**src/rtl/store_unit_pkg.sv**
```systemverilog
// Shared store-path definitions: funct3 codes, instruction IDs, size and state encodings.
// The ISSUE2 state exists only when STORE_MISALIGNED_SPLIT_EN is defined.
package store_unit_pkg;

  localparam int FUNCT3_W    = 3;
  localparam int INST_ID_LEN = 3;

  localparam logic [FUNCT3_W-1:0] SB_FUN3 = 3'b000;
  localparam logic [FUNCT3_W-1:0] SH_FUN3 = 3'b001;
  localparam logic [FUNCT3_W-1:0] SW_FUN3 = 3'b010;
  localparam logic [FUNCT3_W-1:0] SD_FUN3 = 3'b011;

  localparam logic [INST_ID_LEN-1:0] NONE_ID = 3'd0;
  localparam logic [INST_ID_LEN-1:0] SB_ID   = 3'd1;
  localparam logic [INST_ID_LEN-1:0] SH_ID   = 3'd2;
  localparam logic [INST_ID_LEN-1:0] SW_ID   = 3'd3;
  localparam logic [INST_ID_LEN-1:0] SD_ID   = 3'd4;

  // log2 of the access size in bytes
  typedef enum logic [1:0] {
    SZ_B = 2'd0,
    SZ_H = 2'd1,
    SZ_W = 2'd2,
    SZ_D = 2'd3
  } size_e;

  typedef enum logic [1:0] {
    ST_IDLE   = 2'd0,
`ifdef STORE_MISALIGNED_SPLIT_EN
    ST_ISSUE2 = 2'd2,
`endif
    ST_ISSUE  = 2'd1
  } state_e;

  typedef struct packed {
    logic                   legal;
    logic [INST_ID_LEN-1:0] id;
    size_e                  size;
  } dec_t;

  function automatic dec_t decode_store(input logic [FUNCT3_W-1:0] f3, input logic has_sd);
    dec_t d;
    d.legal = 1'b1;
    d.id    = NONE_ID;
    d.size  = SZ_B;
    case (f3)
      SB_FUN3: begin d.id = SB_ID; d.size = SZ_B; end
      SH_FUN3: begin d.id = SH_ID; d.size = SZ_H; end
      SW_FUN3: begin d.id = SW_ID; d.size = SZ_W; end
      SD_FUN3: begin
        if (has_sd) begin
          d.id   = SD_ID;
          d.size = SZ_D;
        end else begin
          d.legal = 1'b0;
        end
      end
      default: d.legal = 1'b0;
    endcase
    return d;
  endfunction

  function automatic logic [7:0] size_mask(input size_e s);
    case (s)
      SZ_B:    return 8'h01;
      SZ_H:    return 8'h03;
      SZ_W:    return 8'h0F;
      SZ_D:    return 8'hFF;
      default: return 8'h01;
    endcase
  endfunction

  function automatic logic [2:0] align_mask(input size_e s);
    case (s)
      SZ_B:    return 3'd0;
      SZ_H:    return 3'd1;
      SZ_W:    return 3'd3;
      SZ_D:    return 3'd7;
      default: return 3'd0;
    endcase
  endfunction

  function automatic logic [3:0] size_bytes(input size_e s);
    case (s)
      SZ_B:    return 4'd1;
      SZ_H:    return 4'd2;
      SZ_W:    return 4'd4;
      SZ_D:    return 4'd8;
      default: return 4'd1;
    endcase
  endfunction

endpackage

```
**src/rtl/store_lane_gen.sv**
```systemverilog
// Byte-strobe and lane-shifted write-data generator, shared by both beats of a store.
module store_lane_gen
  import store_unit_pkg::*;
#(
  parameter  int XLEN  = 32,
  localparam int NB    = XLEN / 8,
  localparam int OFF_W = $clog2(NB)
) (
  input  size_e             size,
  input  logic [OFF_W-1:0]  off,
  input  logic [XLEN-1:0]   data,
  input  logic              beat2,
  output logic [NB-1:0]     wstrb,
  output logic [XLEN-1:0]   wdata
);

  logic [2*NB-1:0]   base_s;
  logic [2*NB-1:0]   mask_s;
  logic [2*XLEN-1:0] wide_s;

  // Shift over a double-width word: the low half is beat 1, the spill-over high half is beat 2.
  always_comb begin
    base_s      = '0;
    base_s[7:0] = size_mask(size);
    mask_s      = base_s << off;
    wide_s      = {{XLEN{1'b0}}, data} << {off, 3'b000};
    if (beat2) begin
      wstrb = mask_s[2*NB-1:NB];
      wdata = wide_s[2*XLEN-1:XLEN];
    end else begin
      wstrb = mask_s[NB-1:0];
      wdata = wide_s[XLEN-1:0];
    end
  end

endmodule

```
**src/rtl/store_unit.sv**
```systemverilog
// Store path: funct3 decode, lane/strobe generation and a req/gnt data-memory write handshake.
// Optional macro STORE_MISALIGNED_SPLIT_EN splits word-crossing stores into two beats instead of trapping.
module store_unit
  import store_unit_pkg::*;
#(
  parameter  int XLEN   = 32,
  parameter  int ADDR_W = 32,
  localparam int NB     = XLEN / 8,
  localparam int OFF_W  = $clog2(NB)
) (
  input  logic                   clk,
  input  logic                   rst,
  input  logic                   in_valid,
  output logic                   in_ready,
  input  logic [FUNCT3_W-1:0]    in_funct3,
  input  logic [ADDR_W-1:0]      in_addr,
  input  logic [XLEN-1:0]        in_data,
  output logic                   mem_req,
  input  logic                   mem_gnt,
  output logic [ADDR_W-1:0]      mem_addr,
  output logic [XLEN-1:0]        mem_wdata,
  output logic [NB-1:0]          mem_wstrb,
  output logic [INST_ID_LEN-1:0] instr_id,
  output logic                   done,
  output logic                   exc_misaligned,
  output logic                   exc_illegal
);

  state_e                 state_r, state_s;
  dec_t                   dec_s;
  logic [OFF_W-1:0]       off_s;
  logic [ADDR_W-1:0]      base_s;
  logic                   accept_s;

  size_e                  lg_size_s;
  logic [OFF_W-1:0]       lg_off_s;
  logic [XLEN-1:0]        lg_data_s;
  logic                   lg_beat2_s;
  logic [NB-1:0]          lg_wstrb_s;
  logic [XLEN-1:0]        lg_wdata_s;

  logic                   mem_req_s;
  logic [ADDR_W-1:0]      mem_addr_s;
  logic [NB-1:0]          mem_wstrb_s;
  logic [XLEN-1:0]        mem_wdata_s;
  logic                   done_s;
  logic                   exc_mis_s;
  logic                   exc_ill_s;
  logic [INST_ID_LEN-1:0] instr_id_s;

  assign off_s    = in_addr[OFF_W-1:0];
  assign base_s   = {in_addr[ADDR_W-1:OFF_W], {OFF_W{1'b0}}};
  assign dec_s    = decode_store(in_funct3, XLEN == 64);
  assign in_ready = (state_r == ST_IDLE) && !rst;
  assign accept_s = in_valid && in_ready;

`ifdef STORE_MISALIGNED_SPLIT_EN
  logic                   cross_s, cross_r;
  logic [OFF_W-1:0]       off_r;
  size_e                  size_r;
  logic [XLEN-1:0]        data_r;

  assign cross_s = (int'(off_s) + int'(size_bytes(dec_s.size))) > NB;

  // Lane generator sees the new request while idle and the latched store for its second beat.
  always_comb begin
    if (state_r == ST_IDLE) begin
      lg_size_s  = dec_s.size;
      lg_off_s   = off_s;
      lg_data_s  = in_data;
      lg_beat2_s = 1'b0;
    end else begin
      lg_size_s  = size_r;
      lg_off_s   = off_r;
      lg_data_s  = data_r;
      lg_beat2_s = 1'b1;
    end
  end

  // Keep the accepted store so the second beat can be formed later.
  always_ff @(posedge clk or posedge rst) begin
    if (rst) begin
      cross_r <= 1'b0;
      off_r   <= '0;
      size_r  <= SZ_B;
      data_r  <= '0;
    end else if (accept_s) begin
      cross_r <= dec_s.legal && cross_s;
      off_r   <= off_s;
      size_r  <= dec_s.size;
      data_r  <= in_data;
    end else begin
      cross_r <= cross_r;
    end
  end
`else
  logic                   mis_s;

  assign mis_s      = |(off_s & OFF_W'(align_mask(dec_s.size)));
  assign lg_size_s  = dec_s.size;
  assign lg_off_s   = off_s;
  assign lg_data_s  = in_data;
  assign lg_beat2_s = 1'b0;
`endif

  store_lane_gen #(.XLEN(XLEN)) u_lane_gen (
    .size  (lg_size_s),
    .off   (lg_off_s),
    .data  (lg_data_s),
    .beat2 (lg_beat2_s),
    .wstrb (lg_wstrb_s),
    .wdata (lg_wdata_s)
  );

  // Next-state and next-output decisions; bus outputs hold unless a beat is loaded.
  always_comb begin
    state_s     = state_r;
    mem_req_s   = mem_req;
    mem_addr_s  = mem_addr;
    mem_wstrb_s = mem_wstrb;
    mem_wdata_s = mem_wdata;
    instr_id_s  = instr_id;
    done_s      = 1'b0;
    exc_mis_s   = 1'b0;
    exc_ill_s   = 1'b0;
    case (state_r)
      ST_IDLE: begin
        if (accept_s) begin
          instr_id_s = dec_s.id;
          if (!dec_s.legal) begin
            exc_ill_s = 1'b1;
`ifndef STORE_MISALIGNED_SPLIT_EN
          end else if (mis_s) begin
            exc_mis_s = 1'b1;
`endif
          end else begin
            state_s     = ST_ISSUE;
            mem_req_s   = 1'b1;
            mem_addr_s  = base_s;
            mem_wstrb_s = lg_wstrb_s;
            mem_wdata_s = lg_wdata_s;
          end
        end else begin
          state_s = ST_IDLE;
        end
      end
      ST_ISSUE: begin
        if (mem_gnt) begin
`ifdef STORE_MISALIGNED_SPLIT_EN
          if (cross_r) begin
            state_s     = ST_ISSUE2;
            mem_addr_s  = mem_addr + ADDR_W'(NB);
            mem_wstrb_s = lg_wstrb_s;
            mem_wdata_s = lg_wdata_s;
          end else begin
            state_s   = ST_IDLE;
            mem_req_s = 1'b0;
            done_s    = 1'b1;
          end
`else
          state_s   = ST_IDLE;
          mem_req_s = 1'b0;
          done_s    = 1'b1;
`endif
        end else begin
          state_s = ST_ISSUE;
        end
      end
`ifdef STORE_MISALIGNED_SPLIT_EN
      ST_ISSUE2: begin
        if (mem_gnt) begin
          state_s   = ST_IDLE;
          mem_req_s = 1'b0;
          done_s    = 1'b1;
        end else begin
          state_s = ST_ISSUE2;
        end
      end
`endif
      default: begin
        state_s   = ST_IDLE;
        mem_req_s = 1'b0;
      end
    endcase
  end

  // State and registered outputs; reset aborts any beat in flight.
  always_ff @(posedge clk or posedge rst) begin
    if (rst) begin
      state_r        <= ST_IDLE;
      mem_req        <= 1'b0;
      mem_addr       <= '0;
      mem_wstrb      <= '0;
      mem_wdata      <= '0;
      instr_id       <= NONE_ID;
      done           <= 1'b0;
      exc_misaligned <= 1'b0;
      exc_illegal    <= 1'b0;
    end else begin
      state_r        <= state_s;
      mem_req        <= mem_req_s;
      mem_addr       <= mem_addr_s;
      mem_wstrb      <= mem_wstrb_s;
      mem_wdata      <= mem_wdata_s;
      instr_id       <= instr_id_s;
      done           <= done_s;
      exc_misaligned <= exc_mis_s;
      exc_illegal    <= exc_ill_s;
    end
  end

endmodule

```
**config.mk**
```make
export PLATFORM = sky130hd
export DESIGN_NAME = store_unit
export DESIGN_NICKNAME = d
export VERILOG_FILES = /design/src/rtl/store_unit_pkg.sv /design/src/rtl/store_lane_gen.sv /design/src/rtl/store_unit.sv
export SDC_FILE = /design/constraint.sdc
export NUM_CORES = 1
export LEC_CHECK = 0
export CAP_MARGIN = 20
export CORE_UTILIZATION = 43
export DETAILED_ROUTE_END_ITERATION = 8
export HOLD_SLACK_MARGIN = 0.03
export PLACE_DENSITY_LB_ADDON = 0.3
export SYNTH_ARGS = -nofsm -noshare
export SYNTH_HDL_FRONTEND = slang
export SYNTH_SLANG_ARGS = --single-unit
export TNS_END_PERCENT = 100
```
**constraint.sdc**
```tcl
create_clock -name clk -period 2.9 [get_ports clk]
set_input_delay 0.435 -clock clk [delete_from_list [all_inputs] [get_ports clk]]
set_output_delay 0.435 -clock clk [all_outputs]
set_load 0.02 [all_outputs]
```
* Yosys cells after proc, flatten, opt, wreduce, memory -nomap -nowiden
Index checks and enable logic that the tools add are counted.
** Storage, ports and cells
- Bits in registers :: 75
- Latch bits :: 0
- RAM bits :: 0
- Bits in read-only memories :: 0
- Bits of input ports :: 71
- Output and inout port bits :: 76
- Logic and storage cells :: 60
- Memories :: 0
** Cells by class
- Add/subtract/negate cells :: 0
- $mul :: 0
- Div/mod/pow operators :: 0
- $lt $le $gt $ge :: 0
- Equality and inequality tests :: 12
- Shifts and indexed selects :: 2
- Multiplexer cells :: 23
- Bitwise logic cells :: 2
- Reductions and logical operators :: 12
** Operators by type and width (number)
- one-hot mux 8 bit (4 select lines) :: 1
- << shifter 32 x 5 -> 32 bit :: 1
- 2-to-1 mux 1 bit :: 15
- one-hot mux 4 bit (3 select lines) :: 1
- != test 2 bit, second input constant :: 4
- one-hot mux 2 bit (4 select lines) :: 1
- AND reduction 4 bit :: 2
- << shifter 8 x 2 -> 4 bit :: 1
- 2-to-1 mux 2 bit :: 3
- != test 3 bit, second input constant :: 2
- equality test 2 x 1 -> 1 bit, second input constant :: 2
- equality test 2 bit, second input constant :: 2
- logical NOT 2 bit :: 2
- one-hot mux 2 bit (2 select lines) :: 1
- AND reduction 2 bit :: 2
- equality test 3 x 1 -> 1 bit, second input constant :: 1
- equality test 3 x 2 -> 1 bit, second input constant :: 1
- logical NOT 3 bit :: 1
- OR reduction 3 bit :: 1
- bitwise AND 2 bit :: 1
- logical AND 1 bit :: 2
- one-hot mux 1 bit (2 select lines) :: 1
- OR reduction 2 bit :: 1
- logical NOT 1 bit :: 1
- NOT 1 bit :: 1

* Longest topological paths before layout
- Depth after elaboration :: 10
- Gate-level depth with buffers :: 6

* By module
A second synthesis with hierarchy kept.
** Unflattened totals
- Cell total of the unflattened synthesis :: 282
- Area, all modules :: 3633.5 um2
** By module, submodules not included
- store_unit :: times used 1, cells an instance 171, area each 2782.7 um2
- store_lane_gen :: times used 1, cells an instance 111, area each 850.8 um2

* Worst setup path after synthesis
No wires, ideal clock.
- Path type :: input to register
- Start :: in in_addr[0]
- End :: reg mem_wdata[24]
- Arrival :: 1.533 ns
- Path slack :: 1.242 ns
- Stages on the path :: 6
- Buffers on the path :: 3
- Cells stage by stage :: clkbuf_1 > buf_4 > buf_2 > mux2i_1 > mux2i_1 > mux2_2
** On the way
- Word-level cells in the longest chain between the ends :: 4
- Elaborated cells between the ends (all ways) :: 5
- Those cells by class :: shift (1); bitwise (2); reduce/logical (2)
** RTL lines
- start, declared :: RTL line store_unit.sv:16 : input logic [ADDR_W-1:0] in_addr,
- parallel branches: the longest is 4 deep, another holds << shifter 32 x 5 -> 32 bit
- end signal, assigned :: RTL line store_unit.sv:204 : mem_wdata <= mem_wdata_s;
- end, declared :: RTL line store_unit.sv:21 : output logic [XLEN-1:0] mem_wdata,
Parallel ways; which one is timed is not known.
A chain may end at the register's enable or synchronous reset.

* Worst setup path in the final report
- Start :: in rst
- End :: out in_ready
** On the way
- Word-level cells in the longest chain between the ends :: 2
** RTL lines
- start, declared :: RTL line store_unit.sv:12 : input logic rst,
- logical NOT 1 bit (no source line)
- logical AND 1 bit :: RTL line store_unit.sv:54 : assign in_ready = (state_r == ST_IDLE) && !rst;
- end, declared :: RTL line store_unit.sv:14 : output logic in_ready,
No other way between the ends.

==> results.yml <==
cells_and_area:
  final_common_cell: "clkdlybuf4s50_1"
  area_growth_syn_to_layout_pct: 51.5
  nets: 474
  diodes: 0
  fillers: 585
  stdcell_area_sq_um: 5230
  final_cell_mix: "clkdlybuf4s50_1 (142), dfrtp_1 (73), mux2i_1 (42)"
  layout-drive-gt1-share_pct: 20.1
setup_path:
  crit_path_end_kind: "primary output"
  crit_slowest_cell: "clkdlybuf4s50_1"
  crit_buf_inv: 2
  cp_cell_sequence: "clkdlybuf4s50_1 -> nor2_1 -> clkdlybuf4s50_1"
  cp-start-kind: "input port"
  cpMostUsedCell: "clkdlybuf4s50_1"
  r2r_end: "mem_addr[7]$_DFFE_PP0P_"
  r2r_start: "state_r[0]$_DFFE_PP0P_"
  cp.arrival_ns: 1.71
  cp_max_fo: 4
  r2r_slack_ns: 1.30
  cp.required_ns: 2.47
  critPathMaxStageDelay_ns: 0.62
  path_class: "in2out"
  cp_top_family: "buffers and inverters"
  rr_worst_depth: 4
logic_synthesis:
  syn_inst: 262
  syn-cell-area_sq_um: 3450
  synth.distinct_cells: 28
  yosysWarnings: 0
  synth-seq-cells: 73
  ys_seq_area_share_pct: 52.9
  syn_avg_cell_area_sq_um: 13.2
  synth-edff-count: 0
  synthFlopType: "dfrtp_1"
  ys_async_sr_fraction_pct: 100
routing:
  vias: 2466
  wl_per_cell_microns: 15.6
  postRouteAntennaNets: 0
  drc: 0
  drt-total-wl_microns: 7960
  viasPerCell: 4.84
  drt_iter0_drc: 60
  drtPass1Iterations: 4
clock_tree:
  cts_buffers: 9
  htree_levels: 3
  clk_latency_ns: 0.33
  cts_root_buf: "clkbuf_8"
  cts_setup_buffers: 0
  numClockSinks: 73
  post_cts_resized: 0
  clkTransAtPathRegs_ns: 0.08
  cts_tree: "yes"
  ctsLongestPathBuffers: 2
  cts_hold_buf: 0
pwr:
  p_leak_nw: 2.41
  power_density_nw_per_um2: 725
  ir_worst_vdd_v: 0.000377
  power_w: 0.00379
floorplanning:
  fp.dieW_microns: 91.6
  die-area_sq_um: 8390
  core_area_sq_um: 7730
  die_h_microns: 91.6
  initial_core_util_pct: 44.7
  ios: 147
  rows: 32
place:
  pre_cts_ws_ns: 0.608
  numPortBuffers: 143
  dp_hpwl_microns: 5760
  place_area_sq_um: 4980
  globalplace.congestion: 0.792
sta:
  tightest_slew_ns: 0.809
  period_share_pct: 74.0
  setup_viol: 0
  maxSlewViolCount: 0
  fin_tns_setup_ns: 0
  finalHoldWorstSlack_ns: 0.481
  fin_skew_ns: 0.00828
  rsz0062_at_grt: "false"
  slew_headroom_pct: 46.0
  max_freq_ghz: 0.466
  finalHoldViolations: 0
  min_period_ns: 2.15
  fin_ws_ns: 0.755
status:
  status: "finished clean"
global_routing:
  antenna_found_initial: 0
  grt_max_degree: 61
  grt_pass1_wl_microns: 13100
  grt_pass1_vias: 2629
  track_usage_pct: 20.0
  grt_overflow: 0
flow_run:
  maxCapViolCount: 0
hold_path:
  hold_class: "in2async"
[how the worst max path moves through the flow]
stage / startpoint / to / slack [ns] / depth (start not counted)
after floorplan: rst / done$_DFF_PP0_ / 0.61 / 1
after global placement: in_funct3[0] / mem_addr[28]$_DFFE_PP0P_ / 0.66 / 5
after detailed placement: in_funct3[0] / mem_addr[21]$_DFFE_PP0P_ / 0.61 / 5
after CTS: rst / in_ready / 0.73 / 3
after global routing: rst / in_ready / 0.69 / 3
final: rst / in_ready / 0.75 / 3
[through the flow]
step / util (%) / instances
final: 67.7 / 510
after global routing: 67.7 / 510
after CTS: 67.7 / 510
after detailed placement: 64.4 / 494
after global placement: 64.4 / 494
after floorplan: - / 264
[registers in the layout, indices dropped and copies added, names as in the netlist]
signal	flops
mem_addr	30
state_r	1
instr_id	2
mem_wdata	32
exc_misaligned	1
mem_wstrb	4
exc_illegal	1
done	1
mem_req	1
[per-layer routing]
| metal | share of wire (%) | wire length, microns | GRT usage [%] | vias up |
|---|---|---|---|---|
| met3 | 6.7 | 533 | 5.31 | 4 |
| met2 | 51 | 4050 | 33.2 | 74 |
| met1 | 42 | 3330 | 25.5 | 1210 |
| li1 | - | - | - | 1178 |
| met4 | 0.53 | 42 | 6.48 | 0 |
| met5 | 0 | 0 | 0 | - |
[area by class of cell]
cell class	instances	area [sq um]	share of cell area, %
Inverter	14	53.8	1.03
Clock buffer	10	138	2.63
Multi-Input combinational cell	156	1460	28.0
Sequential cell	73	1830	34.9
Tap cell	102	128	2.44
Timing Repair Buffer	149	1510	28.8
Clock inverter	6	114	2.18
[cells in the mapped netlist (4+ instances only)]
| cell | n | area share (%) |
|---|---|---|
| a21oi_1 | 4 | 0.58 |
| buf_2 | 8 | 1.2 |
| buf_4 | 4 | 0.87 |
| clkbuf_1 | 5 | 0.54 |
| dfrtp_1 | 73 | 53 |
| inv_1 | 14 | 1.5 |
| mux2_2 | 37 | 12 |
| mux2_4 | 18 | 7.8 |
| mux2i_1 | 42 | 12 |
| nand2_1 | 12 | 1.3 |
| nor2_1 | 12 | 1.3 |
| nor2b_1 | 4 | 0.72 |
| o2bb2ai_1 | 9 | 2.3 |
[cell families (layout without fill, tap and decap cells)]
logic type | Yosys count | after routing | synth area share (%)
XOR/XNOR | 1 | 1 | 0.254
AND/OR/NAND/NOR | 35 | 35 | 5.25
multiplexers | 97 | 97 | 32.1
buffers and inverters | 35 | 179 | 5.18
AO/OA/AOI/OAI | 20 | 20 | 4.24
other | 1 | 3 | 0.109
flip-flops | 73 | 73 | 52.9
[power by group]
part	total [W]	switching, W	leakage, nW	internal, W
Combinational	0.00139	0.000627	1.38	0.000767
Clock	0.000979	0.000381	0.119	0.000598
Sequential	0.00142	0.000143	0.909	0.00127
(Power assumes the default switching activity.)
